### src/rtl/first_nios2_system_slave_arbiter.sv
// Two-master, one-slave read arbiter with round-robin grant and a fixed
// accept -> access -> response sequence. Optional grant counters: ARB_GRANT_CNT_EN.
module first_nios2_system_slave_arbiter #(
  parameter int ADDR_W = 1,
  parameter int DATA_W = 32
) (
  input  logic              clock,
  input  logic              reset_n,
  input  logic              m0_read,
  input  logic [ADDR_W-1:0] m0_address,
  output logic              m0_waitrequest,
  output logic [DATA_W-1:0] m0_readdata,
  output logic              m0_readdatavalid,
  input  logic              m1_read,
  input  logic [ADDR_W-1:0] m1_address,
  output logic              m1_waitrequest,
  output logic [DATA_W-1:0] m1_readdata,
  output logic              m1_readdatavalid,
  output logic              s_read,
  output logic [ADDR_W-1:0] s_address,
  input  logic [DATA_W-1:0] s_readdata
`ifdef ARB_GRANT_CNT_EN
  ,
  output logic [15:0]       gnt_cnt0,
  output logic [15:0]       gnt_cnt1
`endif
);

  typedef enum logic [1:0] {
    IDLE   = 2'd0,
    ACCESS = 2'd1,
    RESP   = 2'd2
  } state_t;

  state_t            state;
  logic              last_gnt;
  logic              id_q;
  logic [ADDR_W-1:0] addr_q;
  logic [DATA_W-1:0] data_q;

  logic winner;
  logic accept;

  // Contention goes to the master that was not granted last; a lone requester always wins.
  assign winner = (m0_read && m1_read) ? ~last_gnt : m1_read;
  assign accept = (state == IDLE) && (m0_read || m1_read);

  // Waitrequest must drop in the very cycle the request is seen, so it is
  // decoded from the registered state plus the live request lines.
  assign m0_waitrequest = !(accept && !winner);
  assign m1_waitrequest = !(accept && winner);

  assign s_read           = (state == ACCESS);
  assign s_address        = addr_q;
  assign m0_readdata      = data_q;
  assign m1_readdata      = data_q;
  assign m0_readdatavalid = (state == RESP) && !id_q;
  assign m1_readdatavalid = (state == RESP) && id_q;

  // NOTE: sequential state uses non-blocking (<=) so every register samples
  // pre-edge values; blocking here would create order-dependent races.
  // NOTE: the data and address registers are few and read-visible, so they are
  // reset explicitly; a reset mid-transaction also drops the pending response.
  always_ff @(posedge clock or negedge reset_n) begin
    if (!reset_n) begin
      state    <= IDLE;
      last_gnt <= 1'b1;
      id_q     <= 1'b0;
      addr_q   <= '0;
      data_q   <= '0;
    end else begin
      unique case (state)
        IDLE: begin
          if (accept) begin
            id_q     <= winner;
            last_gnt <= winner;
            addr_q   <= winner ? m1_address : m0_address;
            state    <= ACCESS;
          end
        end
        ACCESS: begin
          data_q <= s_readdata;
          state  <= RESP;
        end
        RESP: begin
          state <= IDLE;
        end
        default: begin
          state <= IDLE;
        end
      endcase
    end
  end

`ifdef ARB_GRANT_CNT_EN
  logic [15:0] gnt_cnt0_q;
  logic [15:0] gnt_cnt1_q;

  // Counters wrap naturally at 16 bits.
  always_ff @(posedge clock or negedge reset_n) begin
    if (!reset_n) begin
      gnt_cnt0_q <= '0;
      gnt_cnt1_q <= '0;
    end else begin
      if (accept && !winner) gnt_cnt0_q <= gnt_cnt0_q + 16'd1;
      if (accept && winner)  gnt_cnt1_q <= gnt_cnt1_q + 16'd1;
    end
  end

  assign gnt_cnt0 = gnt_cnt0_q;
  assign gnt_cnt1 = gnt_cnt1_q;
`endif

endmodule

### config.mk
export PLATFORM = sky130hd
export DESIGN_NAME = first_nios2_system_slave_arbiter
export DESIGN_NICKNAME = d
export VERILOG_FILES = /design/src/rtl/first_nios2_system_slave_arbiter.sv
export SDC_FILE = /design/constraint.sdc
export NUM_CORES = 1
export LEC_CHECK = 0
export BUFFER_PORTS_ARGS = -buffer_cell sky130_fd_sc_hd__buf_2
export CAP_MARGIN = 15
export CORE_AREA = 8 8 60 88
export DETAILED_ROUTE_END_ITERATION = 7
export DIE_AREA = 0 0 68 96
export PLACE_DENSITY = 0.89
export SETUP_SLACK_MARGIN = 0.2
export SYNTH_ARGS = -nofsm -noshare
export SYNTH_HDL_FRONTEND = slang
export SYNTH_SLANG_ARGS = --single-unit
### constraint.sdc
create_clock -name clock -period 2.25 [get_ports clock]
set_input_delay 0.45 -clock clock [delete_from_list [all_inputs] [get_ports clock]]
set_output_delay 0.45 -clock clock [all_outputs]
set_load 0.02 [all_outputs]
-- Word-level counts from Yosys, hierarchy flattened
Index checks and enable logic that the tools add are counted.
- bits in writable memories: 0
- register bits: 37
- ROM bits: 0
- memories kept: 0
- latch bits: 0
- output and inout port bits: 70
- bitwise gates (word level): 1
- multiply operators: 0
- reduce and logical (&&, ||, !) cells: 13
- magnitude comparators: 0
- eq/ne operators: 3
- add/subtract/negate cells: 0
- shift-type cells: 0
- div/mod/pow operators: 0
- mux-type cells: 4
- operators by type and width (kind ; count):
    logical AND 1 bit ; 6
    zero test 1 bit ; 4
    case mux 2 bit (2 select lines) ; 1
    == test 2 x 1 -> 1 bit, second input constant ; 1
    == test 2 bit, second input constant ; 1
    zero test 2 bit ; 1
    2-to-1 mux 1 bit ; 2
    2-to-1 mux 2 bit ; 1
    inequality test 2 bit, second input constant ; 1
    AND reduction 2 bit ; 1
    logical OR 1 bit ; 1
    inverter 1 bit ; 1

-- Logic depth before layout (Yosys ltp)
- word-level depth: 5
- gate-level depth with buffers: 4
- gate-level depth less buffers: 3

-- Worst setup path before layout
Ideal clock, no wire load.
- path kind: reg2out
- start point: register state[1]
- end point: output m0_waitrequest
- arrival time: 1.047 ns
- cell stages (with the launch flop): 4
- setup slack: 0.753 ns
- cells stage by stage: dfrtp_1 > nor2_1 > o21ai_2 > or2_1
- longest elaborated chain between the ends: 4
- RTL lines (what ; RTL line ; source):
    start: declaration ; 35 ; state_t state;
    start signal: assignment ; 66 ; state <= IDLE;
    start signal: assignment ; 78 ; state <= ACCESS;
    start signal: assignment ; 83 ; state <= RESP;
    zero test 2 bit ; 46 ; assign accept = (state == IDLE) && (m0_read || m1_read);
    logical AND 1 bit ; 46 ;
    logical AND 1 bit ; 50 ; assign m0_waitrequest = !(accept && !winner);
    zero test 1 bit ; 50 ;
    end: declaration ; 11 ; output logic m0_waitrequest,
Every way passes these cells.

-- Worst setup path in the final report
Same ends and word-level chain as after synthesis.

==> metrics.txt <==
# TYPE chip_impl_metric gauge
chip_impl_metric{name="number_of_antenna_violations_at_the_first_check_in_global_routing",unit=""} 0
chip_impl_metric{name="detailedRoute.firstPassIterationCount",unit=""} 3
chip_impl_info{name="timing.hold.worst.class",value="in -> async"} 1
chip_impl_metric{name="final.period_utilization",unit="%"} 84.9
chip_impl_metric{name="detail-route-antenna-nets",unit=""} 0
chip_impl_metric{name="crit_arrival",unit="ns"} 1.46
chip_impl_metric{name="final_hold_viol_count",unit=""} 0
chip_impl_metric{name="total_length_of_routed_wires",unit="µm"} 4090
chip_impl_metric{name="power.share.sequential",unit="%"} 30.4
chip_impl_metric{name="dr.first_iter.drc_count",unit=""} 19
chip_impl_info{name="tritoncts",value="built"} 1
chip_impl_metric{name="cts-buffers-inserted",unit=""} 5
chip_impl_metric{name="h-tree-depth",unit=""} 2
chip_impl_metric{name="power",unit="W"} 0.00424
chip_impl_metric{name="syn-cell-area",unit="µm²"} 1820
chip_impl_metric{name="nets",unit=""} 237
chip_impl_metric{name="clkSinkCount",unit=""} 37
chip_impl_metric{name="clkSlewWorstSetupHoldPaths",unit="ns"} 0.07
chip_impl_metric{name="pwr-share-comb",unit="%"} 59.2
chip_impl_metric{name="wl_per_cell",unit="µm"} 16.6
chip_impl_metric{name="post_cts_buffers",unit=""} 0
chip_impl_metric{name="areaGrowthSynthToFinish",unit="%"} 21.5
chip_impl_metric{name="yosys.cell_types.count",unit=""} 21
chip_impl_info{name="worstReg2RegStart",value="state[0]"} 1
chip_impl_metric{name="power.share.switching",unit="%"} 44.8
chip_impl_metric{name="fmax",unit="MHz"} 523
chip_impl_metric{name="final-setup-viol-count",unit=""} 0
chip_impl_metric{name="synth_seq_area_share",unit="%"} 50.8
chip_impl_metric{name="finClkSkew",unit="ns"} 0.00327
chip_impl_metric{name="design.die.area",unit="µm²"} 6530
chip_impl_metric{name="timing.reg2reg.worst_path_depth",unit=""} 3
chip_impl_metric{name="grt_first_pass_wirelength",unit="µm"} 6230
chip_impl_metric{name="drive_gt1_share",unit="%"} 75.5
chip_impl_metric{name="yosys-mux-area-fraction",unit="%"} 27.2
chip_impl_metric{name="critical_path_buf_inv_count",unit=""} 1
chip_impl_info{name="critical-path-top-delay-family",value="simple AND/OR/NAND/NOR gates"} 1
chip_impl_metric{name="globalplace.congestion",unit=""} 0.726
chip_impl_info{name="crit_path_start_kind",value="flip-flop"} 1
chip_impl_metric{name="per_instance_average_area_after_synthesis",unit="µm²"} 15.2
chip_impl_metric{name="pwr_density_cell",unit="nW/µm²"} 1910
chip_impl_metric{name="synth.net_count",unit=""} 158
chip_impl_metric{name="worstSetupPathDepth",unit=""} 4
chip_impl_metric{name="clock_power_share",unit="%"} 10.4
chip_impl_metric{name="cap_viol_max_count",unit=""} 0
chip_impl_metric{name="grt_start_max_net_pins",unit=""} 38
chip_impl_metric{name="met2RoutedLength",unit="µm"} 2120
chip_impl_info{name="worst-setup-path-type",value="reg -> out"} 1
chip_impl_metric{name="syn_inst",unit=""} 120
chip_impl_metric{name="die_x",unit="µm"} 68
chip_impl_metric{name="xor_xnor_portion_of_the_synthesized_cell_area",unit="%"} 0
chip_impl_metric{name="final.setup.tns",unit="ns"} 0
chip_impl_metric{name="clock_tree.buffer_depth",unit=""} 2
chip_impl_metric{name="floorplan.initialDensity",unit="%"} 44.9
chip_impl_metric{name="p_int",unit="W"} 0.00234
chip_impl_metric{name="grt_overflow_total",unit=""} 0
chip_impl_metric{name="synth_simple_gate_area_share",unit="%"} 2.54
chip_impl_info{name="run_status",value="finished clean"} 1
chip_impl_metric{name="ys_seq_elements",unit=""} 37
chip_impl_metric{name="crit_fanout",unit=""} 5
chip_impl_info{name="critical_path.reg2reg.endpoint",value="m0_readdata[12]"} 1
chip_impl_metric{name="clock_insertion_delay_worst_skew",unit="ns"} 0.28
chip_impl_metric{name="wl_met1",unit="µm"} 1500
chip_impl_metric{name="pin_count",unit=""} 108
chip_impl_metric{name="worst_path_largest_cell_delay",unit="ns"} 0.44
chip_impl_metric{name="switching_power",unit="W"} 0.00190
chip_impl_metric{name="placed_cells",unit=""} 238
chip_impl_metric{name="track_usage",unit="%"} 12.6
chip_impl_metric{name="drc",unit=""} 0
chip_impl_info{name="combinational_family_with_the_most_area_after_synthesis",value="multiplexers"} 1
chip_impl_metric{name="synth_compound_area_share",unit="%"} 2.19
chip_impl_info{name="type_of_destination_of_the_critical_path",value="output pin"} 1
chip_impl_metric{name="die_h",unit="µm"} 96
chip_impl_metric{name="routed_wl_met3",unit="µm"} 406
chip_impl_metric{name="timing_max_transition_violations_final",unit=""} 0
chip_impl_metric{name="cts_hold_buf",unit=""} 0
chip_impl_metric{name="number_of_global_route_vias_before_repair",unit=""} 1286
chip_impl_info{name="critPathSlowestCell",value="sky130_fd_sc_hd__dfrtp_1"} 1
chip_impl_metric{name="fp-row-count",unit=""} 29
chip_impl_metric{name="n_antenna_cell",unit=""} 0
chip_impl_metric{name="drt-vias-per-instance",unit=""} 4.65
chip_impl_info{name="ctsRootBufferMaster",value="sky130_fd_sc_hd__clkbuf_8"} 1
chip_impl_metric{name="worst-slew-pin-transition",unit="ns"} 0.797
chip_impl_metric{name="timing.reg2reg.setup_slack",unit="ns"} 0.75
chip_impl_metric{name="yosys_warnings",unit=""} 0
chip_impl_metric{name="highest_ir_drop_seen_on_vdd",unit="mV"} 1.32
chip_impl_info{name="layout.cells.most_common",value="sky130_fd_sc_hd__buf_2"} 1
chip_impl_metric{name="post-route-util",unit="%"} 54.5
chip_impl_metric{name="port_buffers",unit=""} 107
chip_impl_metric{name="num_vias",unit=""} 1144
chip_impl_info{name="topmost_layer_with_routed_signal_wires",value="met4"} 1
chip_impl_metric{name="final-instance-count-excl-fill",unit=""} 246
chip_impl_metric{name="fp.coreArea",unit="µm²"} 4060
chip_impl_metric{name="relSlewSlack",unit="%"} 46.9
chip_impl_info{name="rsz0062_at_grt",value="false"} 1
chip_impl_metric{name="detailedPlacementHpwl",unit="µm"} 3170
chip_impl_metric{name="required_time_at_the_worst_slack_endpoint",unit="ns"} 1.80
chip_impl_metric{name="post_layout_min_period",unit="ns"} 1.91
chip_impl_metric{name="share_of_synthesized_cell_area_in_full_adder_half_adder_and_majority_cells",unit="%"} 0
chip_impl_metric{name="leakage_power_total",unit="nW"} 1.20
chip_impl_metric{name="post_cts_resize_count",unit=""} 0
chip_impl_info{name="layout.cells.most_common_list",value="107 x sky130_fd_sc_hd__buf_2, 36 x sky130_fd_sc_hd__dfrtp_1, 30 x sky130_fd_sc_hd__mux2_4"} 1
chip_impl_info{name="cp_cell_sequence",value="nor2_2, o21ai_2, or2_1, buf_2"} 1
worst max-delay path by stage:
stage,from,to
final,state[1],m0_waitrequest
after global placement,state[1],m0_waitrequest
after floorplan,state[1],m0_waitrequest
after detailed placement,state[1],m0_waitrequest
after global routing,state[1],m0_waitrequest
after CTS,state[1],m0_waitrequest
power by group through the flow:
stage	registers (W)	logic [W]	clock network (W)
global route	0.00135	0.00265	0.000493
detailed placement	0.00129	0.00255	0
global placement	0.00127	0.00251	0
CTS	0.00129	0.00256	0.000465
floorplan	0.00165	0.00184	0
finish	0.00129	0.00251	0.000442
worst register-to-register path: cells and delay by family (launching register included):
family / cells / cell delay [ns]
buffers and inverters: 1 / 0.26
muxes: 1 / 0.37
DFF: 1 / 0.41
and+or+nand+nor: 1 / 0.34
routing by layer:
metal  GRT usage, %  vias up
li1               -      527
met1           14.5      546
met2           20.1       65
met3           5.01        6
met4           5.15        0
met5              0        -
per-stage QoR:
| step | hold WS (ns) | worst slack, ns | cell area, µm² |
|---|---|---|---|
| 2_1_floorplan | 0.154 | 0.753 | 1820 |
| 3_3_place_gp | 0.489 | 0.619 | 2130 |
| 3_5_place_dp | 0.494 | 0.557 | 2130 |
| 4_1_cts | 0.267 | 0.236 | 2210 |
| 5_1_grt | 0.307 | 0.267 | 2220 |
| 6_report | 0.245 | 0.339 | 2220 |
Yosys cell counts:
cell	n	share of area (%)
sky130_fd_sc_hd__mux2_2	1	0.62
sky130_fd_sc_hd__nand2_1	1	0.21
sky130_fd_sc_hd__dfrtp_1	36	49
sky130_fd_sc_hd__dfstp_2	1	1.4
sky130_fd_sc_hd__o21ai_2	1	0.48
sky130_fd_sc_hd__mux2_4	30	25
sky130_fd_sc_hd__buf_4	32	13
sky130_fd_sc_hd__and2b_1	1	0.41
sky130_fd_sc_hd__buf_12	3	3.3
sky130_fd_sc_hd__a31oi_1	1	0.34
sky130_fd_sc_hd__a21oi_1	1	0.27
sky130_fd_sc_hd__inv_1	1	0.21
sky130_fd_sc_hd__and3b_1	1	0.48
sky130_fd_sc_hd__or2_1	1	0.34
sky130_fd_sc_hd__nor2b_2	1	0.48
sky130_fd_sc_hd__nor2_1	1	0.21
sky130_fd_sc_hd__a22o_1	1	0.48
sky130_fd_sc_hd__nor3b_1	1	0.41
sky130_fd_sc_hd__buf_6	1	0.62
sky130_fd_sc_hd__a21boi_2	1	0.62
sky130_fd_sc_hd__mux2_1	3	1.9
state kept, by name, indices dropped and copies added (netlist names):
name / flops
id_q: 1
state: 2
s_address: 1
last_gnt: 1
m0_readdata: 32
logic make-up (layout without fill, tap and decap cells):
kind of cell	Yosys count	after routing
flip-flops	37	37
buffers and inverters	37	117
multiplexers	34	34
AND/OR/NAND/NOR	7	7
AO/OA/AOI/OAI	5	5
cell type report:
| class | count | area [µm²] |
|---|---|---|
| well taps | 46 | 57.6 |
| clock inverters | 2 | 10.0 |
| fillers | 361 | 1850 |
| flip-flops and latches | 37 | 927 |
| inverters | 1 | 3.75 |
| clock buffers | 6 | 72.6 |
| repair buffers | 108 | 556 |
| multi-input cells | 46 | 589 |
Power figures use the tool's default switching activity.
